[src/rtl/writeback_sequencer_pkg.sv]
// Shared codes for the writeback path: request kinds, destination/source mux
// selects and the sequencer state encoding.
package writeback_sequencer_pkg;

   localparam logic [2:0] KIND_ALU_RD = 3'd0;
   localparam logic [2:0] KIND_ALU_RT = 3'd1;
   localparam logic [2:0] KIND_LOAD   = 3'd2;
   localparam logic [2:0] KIND_JAL    = 3'd3;
   localparam logic [2:0] KIND_PUSH   = 3'd4;
   localparam logic [2:0] KIND_POP    = 3'd5;

   localparam logic [2:0] DST_RS  = 3'd0;
   localparam logic [2:0] DST_RT  = 3'd1;
   localparam logic [2:0] DST_RD  = 3'd2;
   localparam logic [2:0] DST_R29 = 3'd3;
   localparam logic [2:0] DST_R31 = 3'd4;

   localparam logic [2:0] SRC_ALU   = 3'd0;
   localparam logic [2:0] SRC_MDR   = 3'd1;
   localparam logic [2:0] SRC_PC    = 3'd2;
   localparam logic [2:0] SRC_SP_M4 = 3'd3;
   localparam logic [2:0] SRC_SP_P4 = 3'd4;

   localparam logic [2:0] ST_IDLE   = 3'd0;
   localparam logic [2:0] ST_WB     = 3'd1;
   localparam logic [2:0] ST_SP_ADJ = 3'd2;
   localparam logic [2:0] ST_MEM    = 3'd3;
   localparam logic [2:0] ST_WB_MEM = 3'd4;

   function automatic logic kind_is_legal(input logic [2:0] kind);
      return kind <= KIND_POP;
   endfunction

endpackage

[src/rtl/writeback_sequencer_mem_wait_timer.sv]
// Counts MEM cycles spent waiting on the memory; expired_o flags the last
// allowed cycle so the sequencer can abort in that same cycle.
module mem_wait_timer #(
   parameter int MEM_TIMEOUT = 16
) (
   input  logic clk_i,
   input  logic rst_ni,
   input  logic clear_i,
   input  logic en_i,
   output logic expired_o
);

   localparam int CW = (MEM_TIMEOUT > 2) ? $clog2(MEM_TIMEOUT) : 1;
   localparam logic [CW-1:0] LIMIT = CW'(MEM_TIMEOUT - 1);

   logic [CW-1:0] cnt_q, cnt_d;

   always_comb begin
      cnt_d = cnt_q;
      if (clear_i) begin
         cnt_d = '0;
      end else if (en_i && (cnt_q != LIMIT)) begin
         cnt_d = cnt_q + CW'(1);
      end
   end

   always_ff @(posedge clk_i or negedge rst_ni) begin
      if (!rst_ni) begin
         cnt_q <= '0;
      end else begin
         cnt_q <= cnt_d;
      end
   end

   assign expired_o = (cnt_q == LIMIT);

endmodule

[src/rtl/writeback_sequencer.sv]
// Multicycle writeback controller: sequences register-file writes and the
// memory handshake for loads and stack push/pop, one request at a time.
module writeback_sequencer
   import writeback_sequencer_pkg::*;
#(
   parameter int MEM_TIMEOUT = 16
) (
   input  logic       clk,
   input  logic       reset_n,
   input  logic       req_valid,
   input  logic [2:0] req_kind,
   output logic       req_ready,
   input  logic       mem_ready,
   output logic [2:0] reg_dst,
   output logic [2:0] wb_src,
   output logic       reg_write,
   output logic       mem_req,
   output logic       mem_we,
   output logic       mem_addr_sp,
   output logic       busy,
   output logic       done,
   output logic       err
);

   logic [2:0] state_q, state_d;
   logic [2:0] kind_q, kind_d;
   logic       expired;
   logic       in_mem;

   assign in_mem = (state_q == ST_MEM);

   mem_wait_timer #(
      .MEM_TIMEOUT(MEM_TIMEOUT)
   ) u_timer (
      .clk_i    (clk),
      .rst_ni   (reset_n),
      .clear_i  (!in_mem),
      .en_i     (in_mem && !mem_ready),
      .expired_o(expired)
   );

   always_comb begin
      state_d = state_q;
      kind_d  = kind_q;
      case (state_q)
         ST_IDLE: begin
            if (req_valid) begin
               kind_d = req_kind;
               case (req_kind)
                  KIND_LOAD, KIND_POP: state_d = ST_MEM;
                  KIND_PUSH:           state_d = ST_SP_ADJ;
                  default:             state_d = ST_WB;
               endcase
            end
         end
         ST_WB:     state_d = ST_IDLE;
         ST_SP_ADJ: state_d = (kind_q == KIND_PUSH) ? ST_MEM : ST_IDLE;
         ST_MEM: begin
            // A ready in the limit cycle wins over the timeout.
            if (mem_ready) begin
               case (kind_q)
                  KIND_POP:  state_d = ST_WB_MEM;
                  KIND_LOAD: state_d = ST_WB;
                  default:   state_d = ST_IDLE;
               endcase
            end else if (expired) begin
               state_d = ST_IDLE;
            end
         end
         ST_WB_MEM: state_d = ST_SP_ADJ;
         default:   state_d = ST_IDLE;
      endcase
   end

   always_ff @(posedge clk or negedge reset_n) begin
      if (!reset_n) begin
         state_q <= ST_IDLE;
         kind_q  <= KIND_ALU_RD;
      end else begin
         state_q <= state_d;
         kind_q  <= kind_d;
      end
   end

   always_comb begin
      req_ready   = (state_q == ST_IDLE);
      busy        = (state_q != ST_IDLE);
      reg_dst     = DST_RS;
      wb_src      = SRC_ALU;
      reg_write   = 1'b0;
      mem_req     = 1'b0;
      mem_we      = 1'b0;
      mem_addr_sp = 1'b0;
      done        = 1'b0;
      err         = 1'b0;
      case (state_q)
         ST_WB: begin
            if (kind_is_legal(kind_q)) begin
               reg_write = 1'b1;
               done      = 1'b1;
               case (kind_q)
                  KIND_ALU_RD: begin reg_dst = DST_RD;  wb_src = SRC_ALU; end
                  KIND_JAL:    begin reg_dst = DST_R31; wb_src = SRC_PC;  end
                  KIND_LOAD:   begin reg_dst = DST_RT;  wb_src = SRC_MDR; end
                  default:     begin reg_dst = DST_RT;  wb_src = SRC_ALU; end
               endcase
            end else begin
               err = 1'b1;
            end
         end
         ST_SP_ADJ: begin
            reg_write = 1'b1;
            reg_dst   = DST_R29;
            wb_src    = (kind_q == KIND_PUSH) ? SRC_SP_M4 : SRC_SP_P4;
            done      = (kind_q != KIND_PUSH);
         end
         ST_MEM: begin
            mem_req     = 1'b1;
            mem_we      = (kind_q == KIND_PUSH);
            mem_addr_sp = (kind_q != KIND_LOAD);
            if (mem_ready) begin
               done = (kind_q == KIND_PUSH);
            end else if (expired) begin
               err = 1'b1;
            end
         end
         ST_WB_MEM: begin
            reg_write = 1'b1;
            reg_dst   = DST_RT;
            wb_src    = SRC_MDR;
         end
         default: ;
      endcase
   end

endmodule

[config.mk]
export PLATFORM = sky130hd
export DESIGN_NAME = writeback_sequencer
export DESIGN_NICKNAME = d
export VERILOG_FILES = /design/src/rtl/writeback_sequencer_pkg.sv /design/src/rtl/writeback_sequencer_mem_wait_timer.sv /design/src/rtl/writeback_sequencer.sv
export SDC_FILE = /design/constraint.sdc
export NUM_CORES = 1
export LEC_CHECK = 0
export ABC_AREA = 1
export BUFFER_PORTS_ARGS = -buffer_cell sky130_fd_sc_hd__clkbuf_2
export CORE_MARGIN = 1
export CORE_UTILIZATION = 30
export CTS_CLUSTER_DIAMETER = 100
export CTS_CLUSTER_SIZE = 25
export DETAILED_ROUTE_END_ITERATION = 6
export PLACE_DENSITY = 0.5
export SLEW_MARGIN = 20
export SYNTH_ARGS = -nofsm -noshare
export SYNTH_HDL_FRONTEND = slang
export SYNTH_SLANG_ARGS = --single-unit
[constraint.sdc]
create_clock -name clk -period 1.8 [get_ports clk]
set_clock_uncertainty 0.15 [all_clocks]
set_input_delay 0.27 -clock clk [delete_from_list [all_inputs] [get_ports clk]]
set_output_delay 0.27 -clock clk [all_outputs]
set_load 0.02 [all_outputs]
Word-level counts from Yosys, hierarchy flattened
Index checks and enable logic that the tools add are counted.
{ "classes": {"addsub": 1, "mul": 0, "div_mod_pow": 0, "n_lt_le_gt_ge": 1, "eq_ne": 18, "n_shift": 0, "n_mux": 27, "n_bitwise": 0, "n_reduce_logical": 10} }
{ "ops": {"columns": ["cell", "count"], "rows": [
  ["case mux 3 bit (3 select lines)", 2],
  ["equality test 3 x 2 -> 1 bit, second input constant", 5],
  ["equality test 3 bit, second input constant", 5],
  ["two-way mux 3 bit", 5],
  ["case mux 3 bit (2 select lines)", 2],
  ["case mux 3 bit (4 select lines)", 1],
  ["two-way mux 1 bit", 8],
  ["two-way mux 4 bit", 2],
  ["case mux 2 bit (2 select lines)", 2],
  ["zero test 3 bit", 2],
  ["!= test 3 bit, second input constant", 2],
  ["adder 4 x 1 -> 4 bit, second input constant", 1],
  ["equality test 4 bit, second input constant", 1],
  ["two-way mux 2 bit", 2],
  ["!= test 4 bit, second input constant", 1],
  ["case mux 1 bit (2 select lines)", 2],
  ["AND reduction 2 bit", 2],
  ["OR reduction 2 bit", 2],
  ["equality test 3 x 1 -> 1 bit, second input constant", 1],
  ["<= comparator 3 bit, second input constant", 1],
  ["!= test 3 x 2 -> 1 bit, second input constant", 1],
  ["case mux 1 bit (3 select lines)", 1],
  ["nonzero test 3 bit", 1],
  ["logical AND 1 bit", 2],
  ["other kinds (3)", 3]
]} }
{ "word_totals": {"reg_bits": 10, "latch_bits": 0, "mem_bits_rw": 0, "mem_bits_ro": 0, "in_bits": 7, "out_inout_bits": 14, "word_cells": 60, "memories": 0} }

Longest topological paths before layout
{ "logic_depth": {"ltp_word": 5, "depth_mapped": 7, "depth_no_buf": 7} }

Hierarchy
Synthesis repeated with hierarchy kept, for this count alone.
{ "unflattened": {"cells_unflattened": 110, "hier_area_um2": 715.7} }
{ "modules_own_cells": {"columns": ["module", "n_inst", "cells_each", "area_per_inst_um2", "seq_area_each_um2"], "rows": [
  ["writeback_sequencer", 1, 81, 490.5, 150.1],
  ["mem_wait_timer", 1, 29, 225.2, 100.1]
]} }

Worst setup path after synthesis
OpenSTA, ideal clock, no wires.
{ "synth_timing": {"path_kind": "register to output", "from": "reg state_q[2]", "to": "out err", "arrival_ns": 1.181, "required_time_ns": 1.380, "path_slack_ns": 0.199, "stages_incl_launch_ff": 6, "path_buffers": 0, "cell_sequence": "dfrtp_1 inv_2 nand3_4 inv_2 nand2_1 o22ai_1"} }
{ "synth_via": {"elab_chain_len": 2, "elab_cells_between_ends": 3, "classes_between": "2 x eq/ne; 1 x mux"} }
{ "synth_lines": {"columns": ["item", "line", "source"], "rows": [
  ["start: declaration", "writeback_sequencer.sv:25", "logic [2:0] state_q, state_d;"],
  ["start signal: assignment", "writeback_sequencer.sv:80", "state_q <= state_d;"],
  ["equality test 3 x 2 -> 1 bit / equality test 3 x 1 -> 1 bit (equally long branches)", "writeback_sequencer.sv:96", "case (state_q)"],
  ["case mux 1 bit (2 select lines) (*)", "writeback_sequencer.sv:96", null],
  ["end: declaration", "writeback_sequencer.sv:22", "output logic err"]
]} }
Every way passes the cells marked *; elsewhere a longest branch is shown, timed or not.

Final worst setup path
{ "layout_timing": {"from": "reg state_q[2]", "to": "out done"} }
{ "layout_via": {"elab_chain_len": 2, "elab_cells_between_ends": 4, "classes_between": "3 x eq/ne; 1 x mux"} }
{ "layout_lines": {"columns": ["item", "line", "source"], "rows": [
  ["equality test 3 x 2 -> 1 bit / equality test 3 x 1 -> 1 bit (equally long branches)", "writeback_sequencer.sv:96", null],
  ["case mux 1 bit (3 select lines) (*)", "writeback_sequencer.sv:96", null],
  ["end: declaration", "writeback_sequencer.sv:21", "output logic done,"]
]} }
Marks and branches as above.

==> impl_metrics.yaml <==
cells_and_area:
  mostFrequentLayoutCells: "nand2_1 (25), buf_4 (17), nand3_1 (13)"
  areaGrowthSynthToFinish_pct: 52.55
  nets: 142
  diodes: 0
  final_layout_size_suffix_gt1_share_pct: 46.62
  layout_commonest_cell: "nand2_1"
  utilization_pct: 50.73
  fillers: 211
  final_area_sq_mm: 0.001046
  fin_cells: 160
outcome:
  violations: "negative setup slack"
  status: "finished, violations left"
floorplanning:
  die_h_microns: 49.81
  core_sq_mm: 0.002062
  ioPinCount: 21
  die_w_microns: 49.81
  rows: 16
  die_area_sq_mm: 0.002481
  initial_core_util_pct: 33.25
logic_synthesis:
  yosys.area.top_type: "dfrtp_1"
  syn_avg_cell_area_sq_um: 7.142
  synth_top_area_share_pct: 36.50
  synth_cell_type_count: 23
  postSynth.topFlopCell: "dfrtp_1"
  synth_nets: 104
  ys_ff_latch: 10
  yosysWarnings: 0
  synth.area.top_cells: "dfrtp_1 (36%), nand2_1 (14%), nand3_1 (10%)"
  synth_area_sq_um: 685.7
  synth-edff-count: 0
  synthArstFlopShare_pct: 100.0
  netlist_instances: 96
  seq_area_frac_synth_pct: 36.50
timing:
  rsz0062_at_grt: "true"
  slew_violations: 0
  worst_pin_slew_ps: 260.6
  setup_viol: 2
  hold_violations: 0
  timing.final.crit_share_pct: 101.2
  finalWorstSetupSlack_ps: -20.84
  max_freq_mhz: 549.2
  maxSlewHeadroom_pct: 82.59
  fin_crit_ps: 1821
critical_path:
  cp.arrival_ps: 1400
  slowest_delay_ps: 460
  reg2regPathDepth: 6
  path_max_fanout: 4
  r2r_slack_ps: 240
  required_ps: 1380
  critPathTopFamily: "flip-flops"
  path_cells: "inv_4 -> nand3_4 -> nor2_4 -> nand2_1 -> nand3_1 -> clkbuf_8"
  r2r_start: "u_timer.cnt_q[0]"
  cp.depth: 6
  crit_buf_inv: 2
  r2r-end: "u_timer.cnt_q[0]"
  critical_path_class: "reg -> out"
  setup.worst_path.start_class: "flop"
  endpoint_kind: "output port"
  cpMaxStageDelayCell: "dfrtp_2"
place:
  gp_congestion: 0.7711
  dp_hpwl_microns: 1287
  io_buffers: 20
  dpl_cell_area_sq_um: 819.5
  place_inst: 143
detailed_routing:
  wire_per_inst_microns: 11.54
  vias: 752
  via_per_inst: 4.700
  drt_iter0_drc: 12
  drc: 0
  finalWirelength_microns: 1846
  drtPass1Iterations: 4
  detail-route-antenna-nets: 0
power:
  power_density_mw_per_mm2: 1565
  combPwrFrac_pct: 65.0
  internal-power_mw: 0.8484
  ir_worst_vdd_uv: 802.9
  power_frac_clock_pct: 12.7
  p_sw_mw: 0.7883
  power_mw: 1.637
  power_frac_seq_pct: 22.3
  switching_share_pct: 48.16
  p_leak_nw: 0.5376
hold_path:
  min_path_cells: 3
  hp-class: "in -> reg"
  min_from: "req_kind[2]"
  hold_end: "kind_q[2]"
global_route:
  track_usage_pct: 16.43
  grt_max_degree: 11
  grt_pass1_vias: 705
  grt_first_pass_wirelength_microns: 3015
  antenna_found_initial: 0
  overflow: 0
clocking:
  cts_tree: "done"
  cts-htree-levels: 1
  clock_path_buffers: 2
  clock-sinks: 10
  clock_latency_ps: 270
  cts-root-buf: "clkbuf_4"
  cts_buffers: 3
  clkSlewWorstSetupHoldPaths_ps: 70
run:
  maxCapViolations: 0
==> cells by family (layout without fill, tap and decap cells) <==
kind of cell / after synthesis / count (layout) / synth area share (%)
and+or+nand+nor: 55 / 55 / 40.33
adders and majority gates: 1 / 1 / 1.825
AOI/OAI and AO/OA: 12 / 12 / 10.04
xor gates and xnor gates: 2 / 2 / 2.555
buffers and inverters: 16 / 53 / 8.759
DFF: 10 / 10 / 36.50
==> cell type report <==
cell class	count	area (sq um)	share of cell area (%)
clock buffers	4	36.28	3.469
inverters	16	67.56	6.459
repair buffers	33	234.0	22.37
flip-flops and latches	10	254.0	24.28
multi-input cells	70	420.4	40.19
well taps	27	33.78	3.230
==> worst max path at each step <==
stage,startpoint,endpoint
6_report,state_q[2],done
2_1_floorplan,state_q[2],err
3_5_place_dp,state_q[0],wb_src[0]
4_1_cts,state_q[2],done
3_3_place_gp,state_q[0],wb_src[0]
5_1_grt,state_q[0],done
==> cell usage after synthesis, drive strengths merged, types with 3 or more instances <==
cell,n
nand2,28
o21ai,7
inv,16
nand3,15
nor3,3
dfrtp,10
nor2,8
==> worst reg2reg max path, delay by kind of cell (launching register included) <==
kind / cells / cell delay (ps)
simple gates: 3 / 500
flops: 1 / 410
buf+inv: 1 / 70
fa+ha+maj: 1 / 240
compound gates: 1 / 120
==> state kept, by name (all words and copies together), names as in the netlist <==
name	flops
u_timer.cnt_q	4
state_q	3
kind_q	3
==> per-stage QoR <==
step                      setup slack (ps)  setup TNS, ps  hold WS (ps)
after CTS                           -3.336         -3.336         119.1
after floorplan                      198.9              0        -175.6
after global placement               176.6              0         7.647
after global routing                -85.78         -386.6         140.3
after detailed placement             162.7              0         7.595
final                               -20.84         -22.11         115.4
==> power by group through the flow <==
stage	clock network [mW]	logic [mW]	registers (mW)
after global routing	0.226	1.17	0.373
final	0.208	1.06	0.364
after CTS	0.212	0.949	0.362
after global placement	0	0.772	0.365
after floorplan	0	0.558	0.352
after detailed placement	0	0.770	0.364
==> per-layer routing <==
layer	up-vias	GRT usage, %	part of all wire [%]
met5	-	0	0
met4	0	8.571	2.2
met3	5	1.852	4.3
met2	24	27.25	48
met1	338	20.72	45
li1	385	-	-
==> repair_timing <==
item	CTS	global route
endpoints found under the hold margin	10	0
setup buffers	10	2
hold buffers	1	0
resized for setup	15	23
pin swaps	7	3
setup endpoints to repair	10	10
Power figures use the tool's default switching activity.
